===== config.mk =====
export PLATFORM = sky130hd
export DESIGN_NAME = eth_fcs_tx_ctrl
export DESIGN_NICKNAME = d
export VERILOG_FILES = /design/src/rtl/eth_fcs_tx_ctrl.sv
export SDC_FILE = /design/constraint.sdc
export NUM_CORES = 1
export LEC_CHECK = 0
export BUFFER_PORTS_ARGS = -buffer_cell sky130_fd_sc_hd__buf_2
export CAP_MARGIN = 20
export CORE_MARGIN = 4
export CORE_UTILIZATION = 60
export DETAILED_ROUTE_END_ITERATION = 12
export GPL_ROUTABILITY_DRIVEN = 0
export PLACE_DENSITY_LB_ADDON = 0.05
export SYNTH_ARGS = -nofsm -noshare
export SYNTH_HDL_FRONTEND = slang
export SYNTH_SLANG_ARGS = --single-unit

===== constraint.sdc =====
create_clock -name clk -period 3.1 [get_ports clk]
set_input_delay 0.155 -clock clk [delete_from_list [all_inputs] [get_ports clk]]
set_output_delay 0.155 -clock clk [all_outputs]
set_load 0.01 [all_outputs]

===== src/rtl/eth_fcs_tx_ctrl.sv =====
// rtl/eth_fcs_tx_ctrl.sv - Ethernet TX FCS appender: registered byte stream, CRC-32 trailer
// Optional zero-padding of short frames to MIN_LEN when ETH_FCS_PAD_EN is defined.
module eth_fcs_tx_ctrl #(
  parameter int MIN_LEN = 60
) (
  input  logic       clk,
  input  logic       rst,
  input  logic [7:0] s_data,
  input  logic       s_valid,
  input  logic       s_last,
  output logic       s_ready,
  output logic [7:0] m_data,
  output logic       m_valid,
  output logic       m_last,
  input  logic       m_ready,
  output logic       busy,
  output logic       frame_done
);

  typedef enum logic [1:0] {IDLE, DATA, PAD, FCS} state_t;

  state_t      state;
  logic [31:0] crc;
  logic [11:0] cnt;
  logic [2:0]  fcs_idx;
  logic        out_free;
  logic        accept;
  logic [11:0] cnt_inc;
  logic [31:0] crc_data;
  logic [31:0] fcs;
  logic        pad_needed;

  if (MIN_LEN < 1 || MIN_LEN > 4095) begin : g_min_len_check
    $error("eth_fcs_tx_ctrl: MIN_LEN must be within 1..4095");
  end

  function automatic logic [31:0] crc_byte(input logic [31:0] c, input logic [7:0] d);
    logic [31:0] r;
    r = c ^ {24'd0, d};
    for (int i = 0; i < 8; i++) begin
      r = r[0] ? ((r >> 1) ^ 32'hEDB88320) : (r >> 1);
    end
    return r;
  endfunction

  // Output register may be reloaded when empty or when its byte is being taken.
  assign out_free = !m_valid || m_ready;
  assign s_ready  = (state == IDLE || state == DATA) && out_free;
  assign accept   = s_valid && s_ready;
  assign busy     = (state != IDLE);
  assign cnt_inc  = (cnt == 12'hFFF) ? cnt : cnt + 12'd1;
  assign crc_data = crc_byte(crc, s_data);
  assign fcs      = ~crc;

`ifdef ETH_FCS_PAD_EN
  logic [31:0] crc_pad;
  logic        pad_done;
  assign crc_pad    = crc_byte(crc, 8'h00);
  assign pad_needed = int'(cnt_inc) < MIN_LEN;
  assign pad_done   = int'(cnt_inc) >= MIN_LEN;
`else
  assign pad_needed = 1'b0;
`endif

  always_ff @(posedge clk) begin
    if (rst) begin
      state      <= IDLE;
      crc        <= 32'hFFFFFFFF;
      cnt        <= 12'd0;
      fcs_idx    <= 3'd0;
      m_data     <= 8'h00;
      m_valid    <= 1'b0;
      m_last     <= 1'b0;
      frame_done <= 1'b0;
    end else begin
      frame_done <= 1'b0;
      case (state)
        IDLE, DATA: begin
          if (accept) begin
            m_data  <= s_data;
            m_valid <= 1'b1;
            m_last  <= 1'b0;
            crc     <= crc_data;
            cnt     <= cnt_inc;
            if (s_last) state <= pad_needed ? PAD : FCS;
            else        state <= DATA;
          end else if (out_free) begin
            m_valid <= 1'b0;
          end
        end
`ifdef ETH_FCS_PAD_EN
        PAD: begin
          if (out_free) begin
            m_data  <= 8'h00;
            m_valid <= 1'b1;
            crc     <= crc_pad;
            cnt     <= cnt_inc;
            if (pad_done) state <= FCS;
          end
        end
`endif
        FCS: begin
          if (out_free) begin
            // fcs_idx == 4 means the m_last byte is the one handshaking now.
            if (fcs_idx == 3'd4) begin
              state      <= IDLE;
              m_valid    <= 1'b0;
              m_last     <= 1'b0;
              fcs_idx    <= 3'd0;
              crc        <= 32'hFFFFFFFF;
              cnt        <= 12'd0;
              frame_done <= 1'b1;
            end else begin
              m_data  <= fcs[8*fcs_idx[1:0] +: 8];
              m_valid <= 1'b1;
              m_last  <= (fcs_idx == 3'd3);
              fcs_idx <= fcs_idx + 3'd1;
            end
          end
        end
        default: state <= IDLE;
      endcase
    end
  end

endmodule


# --- Yosys cells after proc, flatten, opt, wreduce, memory -nomap -nowiden ---
# Index checks and enable logic that the tools add are counted.
totals:
  inputBits: 13
  output_inout_bits: 13
  elab_cells: 78
  register_bits: 48
op_classes:
  muxes: 32
  shifts: 1
  bitwise_logic: 12
  n_eq_ne: 9
  n_addsub: 1
  reduce_logical: 16
ops:
  columns: ["cell", "n"]
  rows:
  - ["$mux W32", 11]
  - ["$not A13 Y14", 8]
  - ["$pmux W32 S2", 1]
  - ["$not A32 Y32", 1]
  - ["$shiftx A32 B6 Y8", 1]
  - ["$xor A32 B8 Y32", 1]
  - ["$mux W8", 3]
  - ["$pmux W8 S2", 1]
  - ["$reduce_and A3 Y1", 3]
  - ["$mux W1", 8]
  - ["$mux W2", 4]
  - ["$ne A2 B2 Y1 const B", 4]
  - ["$reduce_and A4 Y1", 2]
  - ["$pmux W1 S2", 2]
  - ["$pmux W2 S2", 1]
  - ["$reduce_bool A2 Y1", 2]
  - ["$add A3 B1 Y3 const B", 1]
  - ["$eq A3 B2 Y1 const B", 1]
  - ["$eq A3 B3 Y1 const B", 1]
  - ["$mux W3", 1]
  - ["$ne A3 B3 Y1 const B", 1]
  - ["$reduce_or A3 Y1", 1]
  - ["$eq A2 B1 Y1 const B", 1]
  - ["$eq A2 B2 Y1 const B", 1]
  - ["7 further kinds", 10]

# --- Logic depth before layout (Yosys ltp) ---
logic_depth:
  depth_word: 19
  depth_mapped: 9
  depth_no_buf: 7

# --- Worst setup path after synthesis ---
# No wires, ideal clock.
synth_timing:
  path_type: "register to register"
  start: "register crc[2]"
  end: "register crc[21]"
  required_time_ns: 2.978
  path_buffers: 0
  setup_slack_ns: 0.822
  setup_time_ns: 0.122
  path_stages_with_launch: 5
  t_arrival_ns: 2.156
  path_cell_list: "dfxtp_1 -> xnor2_1 -> xor3_1 -> or4b_2 -> o311a_1"
synth_via:
  elab_chain_len: 14
synth_lines:
  columns: ["item", "line_no", "rtl"]
  rows:
  - ["from (decl)", "23", "logic [31:0] crc;"]
  - ["from (signal assigned)", "83", "crc <= crc_data;"]
  - ["$xor A32 B8 Y32 (*)", "39", "r = c ^ {24'd0, d};"]
  - ["$mux W32 (*) (4 in series)", "41", "r = r[0] ? ((r >> 1) ^ 32'hEDB88320) : (r >> 1);"]
  - ["$not A13 Y14 (no source line)", null, null]
  - ["$mux W32 (*)", "41", null]
  - ["$not A13 Y14 (no source line)", null, null]
  - ["$mux W32 (*) (2 in series)", "41", null]
  - ["$not A13 Y14 (no source line)", null, null]
  - ["$mux W32 (*)", "41", null]
  - ["$mux W32 (*)", "79", "if (accept) begin"]
  - ["$pmux W32 S2 (*)", "77", "case (state)"]
# Mark *: on every way between the ends. The rest lies on a longest branch, timed or not. The select of a mux whose other input is x is not followed.
# A chain may end at the register's enable or synchronous reset.

# --- Worst setup path in the final report ---
# Same ends and word-level chain as after synthesis.

==> results.txt <==
The average wire length per cell after detail routing is 16.6 µm. The maximum number of pins on one net before global-route repair is 59. The half-perimeter wire length after detailed placement came out at 4430 µm.

The signal on the critical path passes through xnor2_1 > xor3_1 > or4b_2 > o311a_1. Tracing the worst setup path back leads to its startpoint at crc[2]$_SDFFE_PP1P_. Of the post-synthesis cell area, the dominant cell type holds 0.322. The number of standard cells after synthesis came out at 298. Of the total power, the share spent switching nets is 0.353. Static timing analysis puts the maximum clock frequency at 0.403 GHz. The floorplan die width came out at 78.5 µm. The row count is 25.

The violation count after the first detailed-route iteration is 178. The arrival time reported for the critical path endpoint is 2.67 ns. The delay contributed by the slowest stage of the critical path is 0.69 ns.

After synthesis, the netlist uses 37 different library cells. The clock latency at the later pin of the worst-skew pair is 0.29 ns. The share of total power in the clock network came out at 0.101. Of the total power, combinational logic draws 0.616. For the final routed database, the setup TNS stands at 0 ns. Of all nets on the critical path, the largest fanout is 7. The reported max-cap violation count came out at 0. The deepest clock path buffer count is 2. The final layout contains 334 nets. The detailed-route vias per instance came out at 5.70. Summed over all instances, the cell type with the most area after synthesis is dfxtp_1. Measured along the y axis, the die boundary spans 78.5 µm. The maximum clock skew at final layout is 0.00540 ns.

The boundary pin count is 26. The number of global-route vias before repair came out at 2064. Global routing finished with a remaining overflow of 0. The wire length of the first global-routing pass came out at 10600 µm.

The internal power of the cells is 2160 µW. Setup repair after global routing left no endpoint under its margin. The worst hold path begins at s_last. The ratio of total power to cell area is 1030 nW/µm². The min-delay analysis places its worst path in the category input port to flop. The relative contribution of sequential cells to total power is 0.283. The TritonCTS buffer count is 5. The slowest stage of the critical path belongs to the cell xnor2_1. The total number of clock tree sinks came out at 48. The register clock-pin slew on the reported worst setup and hold paths is 0.08 ns. Wires add up to 6340 µm.

The cell type group with the largest total delay on the critical path is XOR/XNOR gates. Relative to the synthesized area, the layout overhead comes to 8.69%. The remaining routing DRC violations is 0. The run finished with clean final reports. The number of antenna repair diodes is 0.

In the layout the commonest cells are dfxtp_1, xnor2_1, nand2_1, buf_2, nand2b_1. Buffers inserted to repair hold after CTS numbered 0. STA classifies the critical path endpoint as a flop.

The count of warnings emitted by yosys came out at 0. The worst-case IR drop observed on VDD is 662 µV. Leaving out fill and tap cells, the most frequent cell in the layout is dfxtp_1. The number of nets in the synthesized netlist is 314. In this run the power spent charging and discharging nets is 1180 µW.

In the post-synthesis netlist, the biggest area contributors are dfxtp_1, xnor2_1, xnor3_1, mux4_2, nand2b_1. The length of the first detailed-routing pass in iterations is 4. The design draws 3340 µW. The data required time of the worst path is 3.29 ns. For this configuration, the core starts out at a cell density of 0.627. The synthesized area divided by synthesized cell count came out at 10.0 µm². The number of port buffers is 25. The final route contains 2184 vias. The area of the core region came out at 4750 µm². Counting both buffers and inverters, the worst setup path holds a total of 0. The buffers inserted during post-CTS setup optimization came out at 0.

The number of pins with negative max-slew slack in the final report is 0. The aggregate global-route resource usage came out at 0.224. For the pin with the worst max-slew slack, the measured transition is 0.869 ns. The area of the die is 6160 µm². Subtracting the final worst setup slack from the clock period gives 2.48 ns. The launching point of the worst reg2reg path is crc[2]$_SDFFE_PP1P_. The share of the clock period used by the worst path is 0.801. Summed over all cells, the static leakage comes to 0.00125 µW.

The count of endpoints failing setup in the final report is 0. STA classifies the critical path startpoint as a flop. After clock tree synthesis, the repair step resized 0 gates. TritonCTS built the clock tree. The root buffer cell chosen for the clock tree is clkbuf_8. The sequential share of the synthesized area came out at 0.322. The critical path class is flop to flop. In this run the tightest slew margin relative to its limit is 0.421. The count of H-tree levels built during CTS came out at 2. The initial antenna violation count is 0. The hold violation total from the final report is 0. The flip-flop and latch count after synthesis came out at 48. Of the cells placed in the final design, the portion with a size suffix greater than 1 is 0.193.

Once detail routing completed, the nets flagged for antenna violations numbered 0. The cell area after technology mapping came out at 2980 µm².
==> registers in the layout, summed over array words and instances, names as in the netlist <==
| name | flops |
|---|---|
| fcs_idx | 3 |
| frame_done | 1 |
| m_last | 1 |
| m_data | 8 |
| crc | 32 |
| state | 2 |
| m_valid | 1 |
==> cell type report <==
type                    count  area [µm²]
well taps                  67        83.8
inverters                   3        11.3
multi-input cells         229        1950
flip-flops and latches     48         961
repair buffers             31         170
fillers                   398        1510
clock buffers               5        68.8
==> cell usage after synthesis (all sizes together) <==
| master | n |
|---|---|
| nand4b | 1 |
| nand3 | 8 |
| and2 | 1 |
| or4b | 3 |
| nor4 | 1 |
| nand2b | 24 |
| a221oi | 1 |
| xor3 | 4 |
| nor2 | 14 |
| nor3 | 6 |
| o211ai | 8 |
| xnor2 | 36 |
| o21a | 1 |
| nand2 | 25 |
| and3 | 2 |
| nand4 | 1 |
| inv | 3 |
| ha | 3 |
| a21oi | 21 |
| xor2 | 10 |
| o22ai | 17 |
| o21ai | 8 |
| o311a | 4 |
| nor2b | 2 |
| nor3b | 1 |
| xnor3 | 11 |
| clkbuf | 18 |
| or2 | 7 |
| mux4 | 8 |
| dfxtp | 48 |
| or4 | 1 |
==> per-layer routing <==
metal  part of all wire  GRT usage  wire length, µm
met1               0.48      0.306             3020
met2               0.45      0.352             2860
met3              0.048     0.0482              307
met4              0.024     0.0787              152
met5                  0          0                0
==> worst register-to-register path, stage by stage (launching register included) <==
cell	delay [ns]
dfxtp_1	0.33
xnor2_1	0.69
xor3_1	0.60
or4b_2	0.62
o311a_1	0.14
==> path summary, 6_finish.rpt <==
check | to | cells after the start | slack (ns)
min | state[1]$_SDFFE_PP0P_ | 3 | 0.1
min reg2reg | m_data[3]$_SDFFE_PP0P_ | 2 | 0.45
max reg2reg | crc[21]$_SDFFE_PP1P_ | 4 | 0.62
max | crc[21]$_SDFFE_PP1P_ | 4 | 0.62
==> cell families after synthesis <==
family | share of synthesized area
mux | 0.0617
xor+xnor | 0.283
compound gates | 0.123
simple gates | 0.171
fa+ha+maj | 0.0126
buf+inv | 0.0264
flops | 0.322
==> per-stage QoR <==
stage               std cells  hold slack, ns  utilization  setup slack, ns  area (µm²)
floorplan                 298           0.295            -            0.822        2980
global placement          378           0.403        0.667            0.645        3170
detailed placement        378           0.411        0.667            0.639        3170
CTS                       383          0.0942        0.682            0.621        3240
global route              383           0.106        0.682            0.491        3240
finish                    383          0.0978        0.682            0.617        3240
==> power groups by stage <==
stage,logic (µW),clock network (µW),registers [µW]
3_5_place_dp,2050,0,957
5_1_grt,2250,373,969
4_1_cts,2070,348,942
2_1_floorplan,1750,0,918
3_3_place_gp,2040,0,952
6_report,2050,336,945
Note: power is estimated with default switching activity, not from simulation.
